$ cat src/rtl/btn_conditioner.sv
// Push-button synchroniser, debouncer and press/release strobe generator.
// Defining AUTO_REPEAT_EN adds periodic press strobes while a button is held.
module btn_conditioner #(
    parameter int WIDTH           = 2,
    parameter int DEBOUNCE_CYCLES = 1000000,
    parameter int CNT_W           = 20,
    parameter int REPEAT_DELAY    = 50000000,
    parameter int REPEAT_PERIOD   = 10000000,
    parameter int RPT_W           = 26
) (
    input  logic             clock,
    input  logic             reset,
    input  logic [WIDTH-1:0] btn_raw,
    output logic [WIDTH-1:0] btn_db,
    output logic [WIDTH-1:0] btn_press,
    output logic [WIDTH-1:0] btn_release
);

    localparam logic [CNT_W-1:0] DB_MAX = CNT_W'(DEBOUNCE_CYCLES - 1);

`ifndef SYNTHESIS
    // Parameter legality check at simulation start
    initial begin
        if ((DEBOUNCE_CYCLES < 2) || (DEBOUNCE_CYCLES > ((2 ** CNT_W) - 1))) begin
            $error("btn_conditioner: DEBOUNCE_CYCLES=%0d outside 2..2^CNT_W-1", DEBOUNCE_CYCLES);
        end
    end
`endif

    for (genvar i = 0; i < WIDTH; i++) begin : g_bit
        logic             r_sync1;
        logic             r_sync2;
        logic             r_db;
        logic             r_press;
        logic             r_release;
        logic [CNT_W-1:0] r_cnt;
        logic             w_diff;
        logic             w_done;
        logic             w_rise;
        logic             w_fall;
        logic             w_rpt;

        assign w_diff = (r_sync2 != r_db);
        assign w_done = w_diff && (r_cnt == DB_MAX);
        assign w_rise = w_done && r_sync2;
        assign w_fall = w_done && !r_sync2;

`ifdef AUTO_REPEAT_EN
        localparam logic [RPT_W-1:0] RPT_MAX    = RPT_W'(REPEAT_DELAY - 1);
        localparam logic [RPT_W-1:0] RPT_RELOAD = RPT_W'(REPEAT_DELAY - REPEAT_PERIOD);
        logic [RPT_W-1:0] r_rpt;

        // A release edge suppresses any repeat strobe that would land on it
        assign w_rpt = r_db && !w_fall && (r_rpt == RPT_MAX);

        // Hold-time counter; reloading keeps later strobes REPEAT_PERIOD apart
        always_ff @(posedge clock) begin
            if (!reset) begin
                r_rpt <= '0;
            end else if (!r_db || w_fall) begin
                r_rpt <= '0;
            end else if (w_rpt) begin
                r_rpt <= RPT_RELOAD;
            end else begin
                r_rpt <= r_rpt + RPT_W'(1);
            end
        end
`else
        assign w_rpt = 1'b0;
`endif

        // Two-flop synchroniser, debounce counter and registered strobes
        always_ff @(posedge clock) begin
            if (!reset) begin
                r_sync1   <= 1'b0;
                r_sync2   <= 1'b0;
                r_db      <= 1'b0;
                r_cnt     <= '0;
                r_press   <= 1'b0;
                r_release <= 1'b0;
            end else begin
                r_sync1 <= btn_raw[i];
                r_sync2 <= r_sync1;
                if (!w_diff) begin
                    r_cnt <= '0;
                end else if (w_done) begin
                    r_db  <= r_sync2;
                    r_cnt <= '0;
                end else begin
                    r_cnt <= r_cnt + CNT_W'(1);
                end
                r_press   <= w_rise || w_rpt;
                r_release <= w_fall;
            end
        end

        assign btn_db[i]      = r_db;
        assign btn_press[i]   = r_press;
        assign btn_release[i] = r_release;
    end

endmodule

$ cat config.mk
export PLATFORM = sky130hd
export DESIGN_NAME = btn_conditioner
export DESIGN_NICKNAME = d
export VERILOG_FILES = /design/src/rtl/btn_conditioner.sv
export SDC_FILE = /design/constraint.sdc
export NUM_CORES = 1
export LEC_CHECK = 0
export CORE_MARGIN = 3
export CORE_UTILIZATION = 48
export CTS_BUF_LIST = sky130_fd_sc_hd__clkbuf_4
export CTS_CLUSTER_DIAMETER = 200
export CTS_CLUSTER_SIZE = 10
export DETAILED_ROUTE_END_ITERATION = 10
export DONT_BUFFER_PORTS = 1
export PLACE_DENSITY = 0.69
export SYNTH_ARGS = -nofsm -noshare
export SYNTH_HDL_FRONTEND = slang
export SYNTH_SLANG_ARGS = --single-unit
$ cat constraint.sdc
create_clock -name clock -period 2.5 [get_ports clock]
set_input_delay 0.5 -clock clock [delete_from_list [all_inputs] [get_ports clock]]
set_output_delay 0.5 -clock clock [all_outputs]
set_load 0.03 [all_outputs]
### After elaboration in Yosys (flattened, before gate mapping)

Cells that the tools add are included.

* bits in latches: 0
* ROM bits: 0
* flip-flop bits (word level): 50
* memory bits (writable): 0
* logic and storage cells: 33
* memories kept: 0
* output and inout port bits: 6

* div/mod/pow operators: 0
* multiplexer cells: 0
* magnitude comparators: 0
* reductions and logical operators: 12
* eq/ne operators: 4
* multiply operators: 0
* $add $sub $neg: 2
* shift operators: 0
* bitwise operators: 3

Operators by type and width (count)
* 20-bit by 1-bit adder with 20-bit output, second input constant: 2
* 20-bit == test, second input constant: 2
* 1-bit logical AND: 6
* 3-bit OR reduction: 2
* 2-bit AND reduction: 2
* 1-bit NOT: 3
* 1-bit logical NOT: 2
* 1-bit inequality test: 2

### Depth between registers and ports, before layout

* depth after elaboration: 3
* gate-level depth with buffers: 6
* gate-level depth less buffers: 5

### Least setup slack after synthesis

OpenSTA, ideal clock, no wires.

* kind: flip-flop to flip-flop
* from: reg g_bit[0].r_cnt[0]
* to: reg g_bit[0].r_cnt[16]
* cell stages (with the launch flop): 7
* path slack: 817 ps
* library setup time: 71 ps
* clock period less this slack: 1683 ps
* data arrival time: 1612 ps
* required time: 2429 ps
* cell sequence: dfxtp_1 -> ha_1 -> clkbuf_1 -> nand2_1 -> or3_1 -> or3_1 -> a21oi_1

* cells in the longest elaborated chain, start to end: 3
* elaborated cells on any way between the ends: 4
* those cells by class: add/sub (1); eq/ne (1); reduce/logical (2)

RTL lines
* from (decl): RTL line 36 `logic [CNT_W-1:0] r_cnt;`
* from (signal assigned): RTL line 90 `r_cnt <= r_cnt + CNT_W'(1);`
* branches (longest 3 deep; another with 20-bit by 1-bit adder with 20-bit output)

Several ways; the timed one is not identified.
A chain may end at the register's enable or synchronous reset.

### Worst setup path after layout

Same ends and word-level chain as after synthesis.

==> impl_metrics.prom <==
# TYPE chip_impl_metric gauge
chip_impl_metric{name="initial_core_util",unit="%"} 51.3
chip_impl_metric{name="timing.setup.tns",unit="ns"} 0
chip_impl_metric{name="synth_largest_type_area_fraction",unit="%"} 43.6
chip_impl_metric{name="cpPeakStageDelay",unit="ns"} 0.43
chip_impl_metric{name="fraction_of_power_spent_switching_nets",unit="%"} 19.2
chip_impl_info{name="clk_root_buffer_cell",value="sky130_fd_sc_hd__clkbuf_4"} 1
chip_impl_metric{name="avgSynthCellArea",unit="sq um"} 9.01
chip_impl_metric{name="cts-root-to-sink-buffers",unit=""} 2
chip_impl_metric{name="worstHoldPathCells",unit=""} 1
chip_impl_metric{name="syn2layout_area_growth",unit="%"} 3.81
chip_impl_metric{name="power_density_normalized_to_cell_area",unit="mW/mm^2"} 578
chip_impl_metric{name="layout-drive-gt1-share",unit="%"} 7.26
chip_impl_info{name="busiest_layer",value="met2"} 1
chip_impl_metric{name="clkTransAtPathRegs",unit="ns"} 0.15
chip_impl_metric{name="final-hold-violation-count",unit=""} 0
chip_impl_metric{name="finalCritPeriodShare",unit="%"} 73.6
chip_impl_metric{name="route.antenna.remaining_nets",unit=""} 0
chip_impl_metric{name="intPower",unit="uW"} 1110
chip_impl_metric{name="clkSinkCount",unit=""} 50
chip_impl_metric{name="place_inst",unit=""} 292
chip_impl_metric{name="layout.cells.non_filler",unit=""} 300
chip_impl_metric{name="synth_nets",unit=""} 261
chip_impl_metric{name="buffer_ports.inserted",unit=""} 0
chip_impl_metric{name="num_rows",unit=""} 24
chip_impl_metric{name="number_of_search_and_repair_iterations_in_the_first_detailed_routing_pass",unit=""} 4
chip_impl_metric{name="layout.nets",unit=""} 253
chip_impl_metric{name="tritoncts_buffer_count",unit=""} 5
chip_impl_metric{name="postRouteWirelength",unit="um"} 4000
chip_impl_info{name="cell_types_with_the_largest_area_share_after_synthesis",value="sky130_fd_sc_hd__dfxtp_1 (44%), sky130_fd_sc_hd__xor2_1 (6.1%), sky130_fd_sc_hd__xnor2_1 (3.8%)"} 1
chip_impl_metric{name="groute.usage.overall",unit="%"} 15.4
chip_impl_metric{name="grt_start_max_net_pins",unit=""} 21
chip_impl_metric{name="syn-cell-area",unit="sq mm"} 0.00230
chip_impl_metric{name="synth_cell_type_count",unit=""} 39
chip_impl_metric{name="seq_power_share",unit="%"} 58.4
chip_impl_metric{name="num_vias",unit=""} 1696
chip_impl_info{name="worst_r2r_startpoint",value="g_bit[0].r_cnt[0]"} 1
chip_impl_info{name="critPathKind",value="reg2reg"} 1
chip_impl_info{name="worst_hold_startpoint",value="reset"} 1
chip_impl_metric{name="design.core.area",unit="sq mm"} 0.00447
chip_impl_metric{name="route.detailed.drc",unit=""} 0
chip_impl_metric{name="switching_power",unit="uW"} 264
chip_impl_metric{name="cp.buffers_inverters",unit=""} 0
chip_impl_info{name="status",value="completed"} 1
chip_impl_info{name="path_common_cell",value="sky130_fd_sc_hd__or3_1"} 1
chip_impl_metric{name="hold_slack",unit="ns"} 0.239
chip_impl_metric{name="relSlewSlack",unit="%"} 53.4
chip_impl_info{name="hold_path_class",value="in2reg"} 1
chip_impl_metric{name="dr.first_iter.drc_count",unit=""} 77
chip_impl_info{name="tritoncts",value="built"} 1
chip_impl_metric{name="ys_ff_latch",unit=""} 50
chip_impl_info{name="worst_setup_start_kind",value="register"} 1
chip_impl_metric{name="synth_enable_flop_cells",unit=""} 0
chip_impl_metric{name="routed_wire_length_per_instance",unit="um"} 13.3
chip_impl_info{name="synth-main-ff-cell",value="sky130_fd_sc_hd__dfxtp_1"} 1
chip_impl_metric{name="number_of_warning_messages_in_the_yosys_log",unit=""} 0
chip_impl_metric{name="grt_overflow",unit=""} 0
chip_impl_metric{name="antenna_cells_inserted",unit=""} 0
chip_impl_metric{name="grtUsageMet1",unit="%"} 21.1
chip_impl_metric{name="fin_crit",unit="ns"} 1.84
chip_impl_metric{name="worst_ep_arrival_time",unit="ns"} 2.16
chip_impl_metric{name="holdBufCountCts",unit=""} 0
chip_impl_metric{name="h_tree_lvls",unit=""} 2
chip_impl_metric{name="maxClockFrequency",unit="GHz"} 0.543
chip_impl_metric{name="fin_worst_skew",unit="ns"} 0.0150
chip_impl_info{name="worst_hold_path.endpoint",value="g_bit[0].r_sync2"} 1
chip_impl_metric{name="routabilityCongestion",unit=""} 0.820
chip_impl_metric{name="n_fill_cell",unit=""} 410
chip_impl_metric{name="grt_pass1_wl",unit="um"} 6750
chip_impl_metric{name="max-vdd-ir-drop",unit="mV"} 0.377
chip_impl_metric{name="rr_worst_depth",unit=""} 5
chip_impl_metric{name="critical_path.max_fanout",unit=""} 8
chip_impl_metric{name="antenna_found_initial",unit=""} 0
chip_impl_metric{name="ctsResizeCount",unit=""} 0
chip_impl_metric{name="synth_seq_area_share",unit="%"} 43.6
chip_impl_metric{name="grt_pass1_vias",unit=""} 1498
chip_impl_info{name="post-synth-top-area-cell",value="sky130_fd_sc_hd__dfxtp_1"} 1
chip_impl_metric{name="route.detailed.vias_per_inst",unit=""} 5.65
chip_impl_metric{name="final_core_utilization",unit="%"} 53.3
chip_impl_info{name="highest_delay_cell_along_the_critical_path",value="sky130_fd_sc_hd__dfxtp_1"} 1
chip_impl_metric{name="detailedPlacementHpwl",unit="um"} 2730
chip_impl_metric{name="power",unit="uW"} 1380
chip_impl_metric{name="postSynth.asyncResetShare",unit="%"} 0
chip_impl_metric{name="timing.final.max_slew_violations",unit=""} 0
chip_impl_info{name="path_cells",value="ha_1 > nand2_1 > or3_1 > or3_1 > a21oi_1"} 1
chip_impl_metric{name="comb_pwr_share",unit="%"} 0.9
chip_impl_info{name="path_delay_family",value="simple AND/OR/NAND/NOR gates"} 1
chip_impl_metric{name="globalRouteMet3Util",unit="%"} 4.41
chip_impl_info{name="worst_r2r_endpoint",value="g_bit[0].r_cnt[16]"} 1
chip_impl_info{name="worst_setup_path_end_kind",value="register"} 1
chip_impl_metric{name="die_area",unit="sq mm"} 0.00565
chip_impl_metric{name="io_pins",unit=""} 10
chip_impl_metric{name="max-cap-violations",unit=""} 0
chip_impl_info{name="grt_setup_unrepaired",value="false"} 1
chip_impl_metric{name="clock_insertion_delay_worst_skew",unit="ns"} 0.37
chip_impl_metric{name="die_h",unit="um"} 75.2
chip_impl_metric{name="setup.reg_to_reg.worst_slack",unit="ns"} 0.66
chip_impl_metric{name="grt.met2_usage",unit="%"} 23.5
chip_impl_metric{name="clk_pwr_share",unit="%"} 40.8
chip_impl_metric{name="postCtsSetupBuffers",unit=""} 0
chip_impl_metric{name="cp_data_required_time",unit="ns"} 2.82
chip_impl_metric{name="power_leakage",unit="uW"} 0.000729
chip_impl_metric{name="synth_cells",unit=""} 255
chip_impl_metric{name="die_width",unit="um"} 75.2
chip_impl_metric{name="max_slew.worst_pin.slew",unit="ns"} 0.697
chip_impl_metric{name="setup_viol_count_final",unit=""} 0
-- power groups by stage --
stage	Clock, uW	Combinational, uW	Sequential [uW]
4_1_cts	576	12.6	804
3_3_place_gp	0	12.4	821
3_5_place_dp	0	12.4	821
2_1_floorplan	0	10.0	820
5_1_grt	607	14.0	805
6_report	561	12.2	804
-- how the worst max path moves through the flow --
stage,start,endpoint,slack (ns),cells past startpoint
finish,g_bit[0].r_cnt[0],g_bit[0].r_cnt[16],0.66,5
global route,g_bit[1].r_cnt[2],g_bit[1].r_cnt[19],0.45,4
CTS,g_bit[1].r_cnt[2],g_bit[1].r_cnt[19],0.63,4
detailed placement,g_bit[1].r_cnt[2],g_bit[1].r_cnt[19],0.65,4
global placement,g_bit[1].r_cnt[2],g_bit[1].r_cnt[19],0.68,4
floorplan,g_bit[0].r_cnt[0],g_bit[0].r_cnt[16],0.82,6
-- layout by cell type, fill, tap and decap left out, types with 8 or more instances in the layout --
master,instances
sky130_fd_sc_hd__nand3_1,15
sky130_fd_sc_hd__nand4_1,10
sky130_fd_sc_hd__xor2_1,16
sky130_fd_sc_hd__o21ai_0,8
sky130_fd_sc_hd__xnor2_1,10
sky130_fd_sc_hd__nor3_1,14
sky130_fd_sc_hd__nor2_1,19
sky130_fd_sc_hd__or3_1,8
sky130_fd_sc_hd__nand2_1,17
sky130_fd_sc_hd__dfxtp_1,50
-- logic make-up (layout without fill, tap and decap cells) --
family	after synthesis	count (layout)	share of synthesized area, %
compound gates	27	27	7.35
xor+xnor	26	26	9.91
fa+ha+maj	2	2	1.09
buf+inv	24	17	5.50
flops	50	50	43.6
mux	1	1	0.436
simple gates	125	125	32.1
-- cell usage after synthesis (2+ instances only) --
cell and n:
sky130_fd_sc_hd__nor3_1 14, sky130_fd_sc_hd__nor3b_1 2, sky130_fd_sc_hd__o31ai_1 5, sky130_fd_sc_hd__and3_1 4, sky130_fd_sc_hd__nor2_1 19, sky130_fd_sc_hd__nand4_1 10, sky130_fd_sc_hd__and4_1 3, sky130_fd_sc_hd__a21oi_1 5
sky130_fd_sc_hd__a211oi_1 7, sky130_fd_sc_hd__buf_4 7, sky130_fd_sc_hd__or4_1 4, sky130_fd_sc_hd__or3_1 8, sky130_fd_sc_hd__ha_1 2, sky130_fd_sc_hd__nor4_1 6, sky130_fd_sc_hd__inv_1 7, sky130_fd_sc_hd__buf_2 2
sky130_fd_sc_hd__nand3_1 15, sky130_fd_sc_hd__nand4_4 2, sky130_fd_sc_hd__clkbuf_1 7, sky130_fd_sc_hd__and2_1 7, sky130_fd_sc_hd__nand2_1 17, sky130_fd_sc_hd__or4_4 2, sky130_fd_sc_hd__nor4b_1 3, sky130_fd_sc_hd__dfxtp_1 50
sky130_fd_sc_hd__o21ai_0 9, sky130_fd_sc_hd__xnor2_1 10, sky130_fd_sc_hd__xor2_1 16
-- layer usage --
| layer | wire length, um | vias up | share of wire, % |
|---|---|---|---|
| met1 | 2070 | 781 | 52 |
| met2 | 1780 | 15 | 45 |
| met4 | 40 | 0 | 1.0 |
| met3 | 111 | 4 | 2.8 |
| met5 | 0 | - | 0 |
| li1 | - | 896 | - |
-- metrics by stage --
stage	area, sq um	setup slack, ns
final	2380	0.659
after global routing	2380	0.452
after CTS	2380	0.630
after detailed placement	2280	0.653
after global placement	2280	0.685
after floorplan	2300	0.817
-- registers in the layout, summed over array words and instances (netlist names) --
| register | cells |
|---|---|
| g_bit.r_release | 2 |
| g_bit.r_sync1 | 2 |
| g_bit.r_cnt | 40 |
| g_bit.r_db | 2 |
| g_bit.r_sync2 | 2 |
| g_bit.r_press | 2 |
-- layout make-up --
cell class,instances,area (sq um),area share [%]
clock inverter,3,63.8,2.68
timing repair buffer,2,15.0,0.630
inverter,7,26.3,1.10
sequential,50,1000,42.0
multi-input combinational,181,1180,49.3
clock buffer,5,37.5,1.57
tap,52,65.1,2.73
-- worst register-to-register path, stage by stage, from the launching register on --
cell                      delay (ns)
sky130_fd_sc_hd__dfxtp_1        0.43
sky130_fd_sc_hd__ha_1           0.38
sky130_fd_sc_hd__nand2_1        0.14
sky130_fd_sc_hd__or3_1          0.38
sky130_fd_sc_hd__or3_1          0.32
sky130_fd_sc_hd__a21oi_1        0.14
No activity file was read; power rests on OpenSTA's default activity.
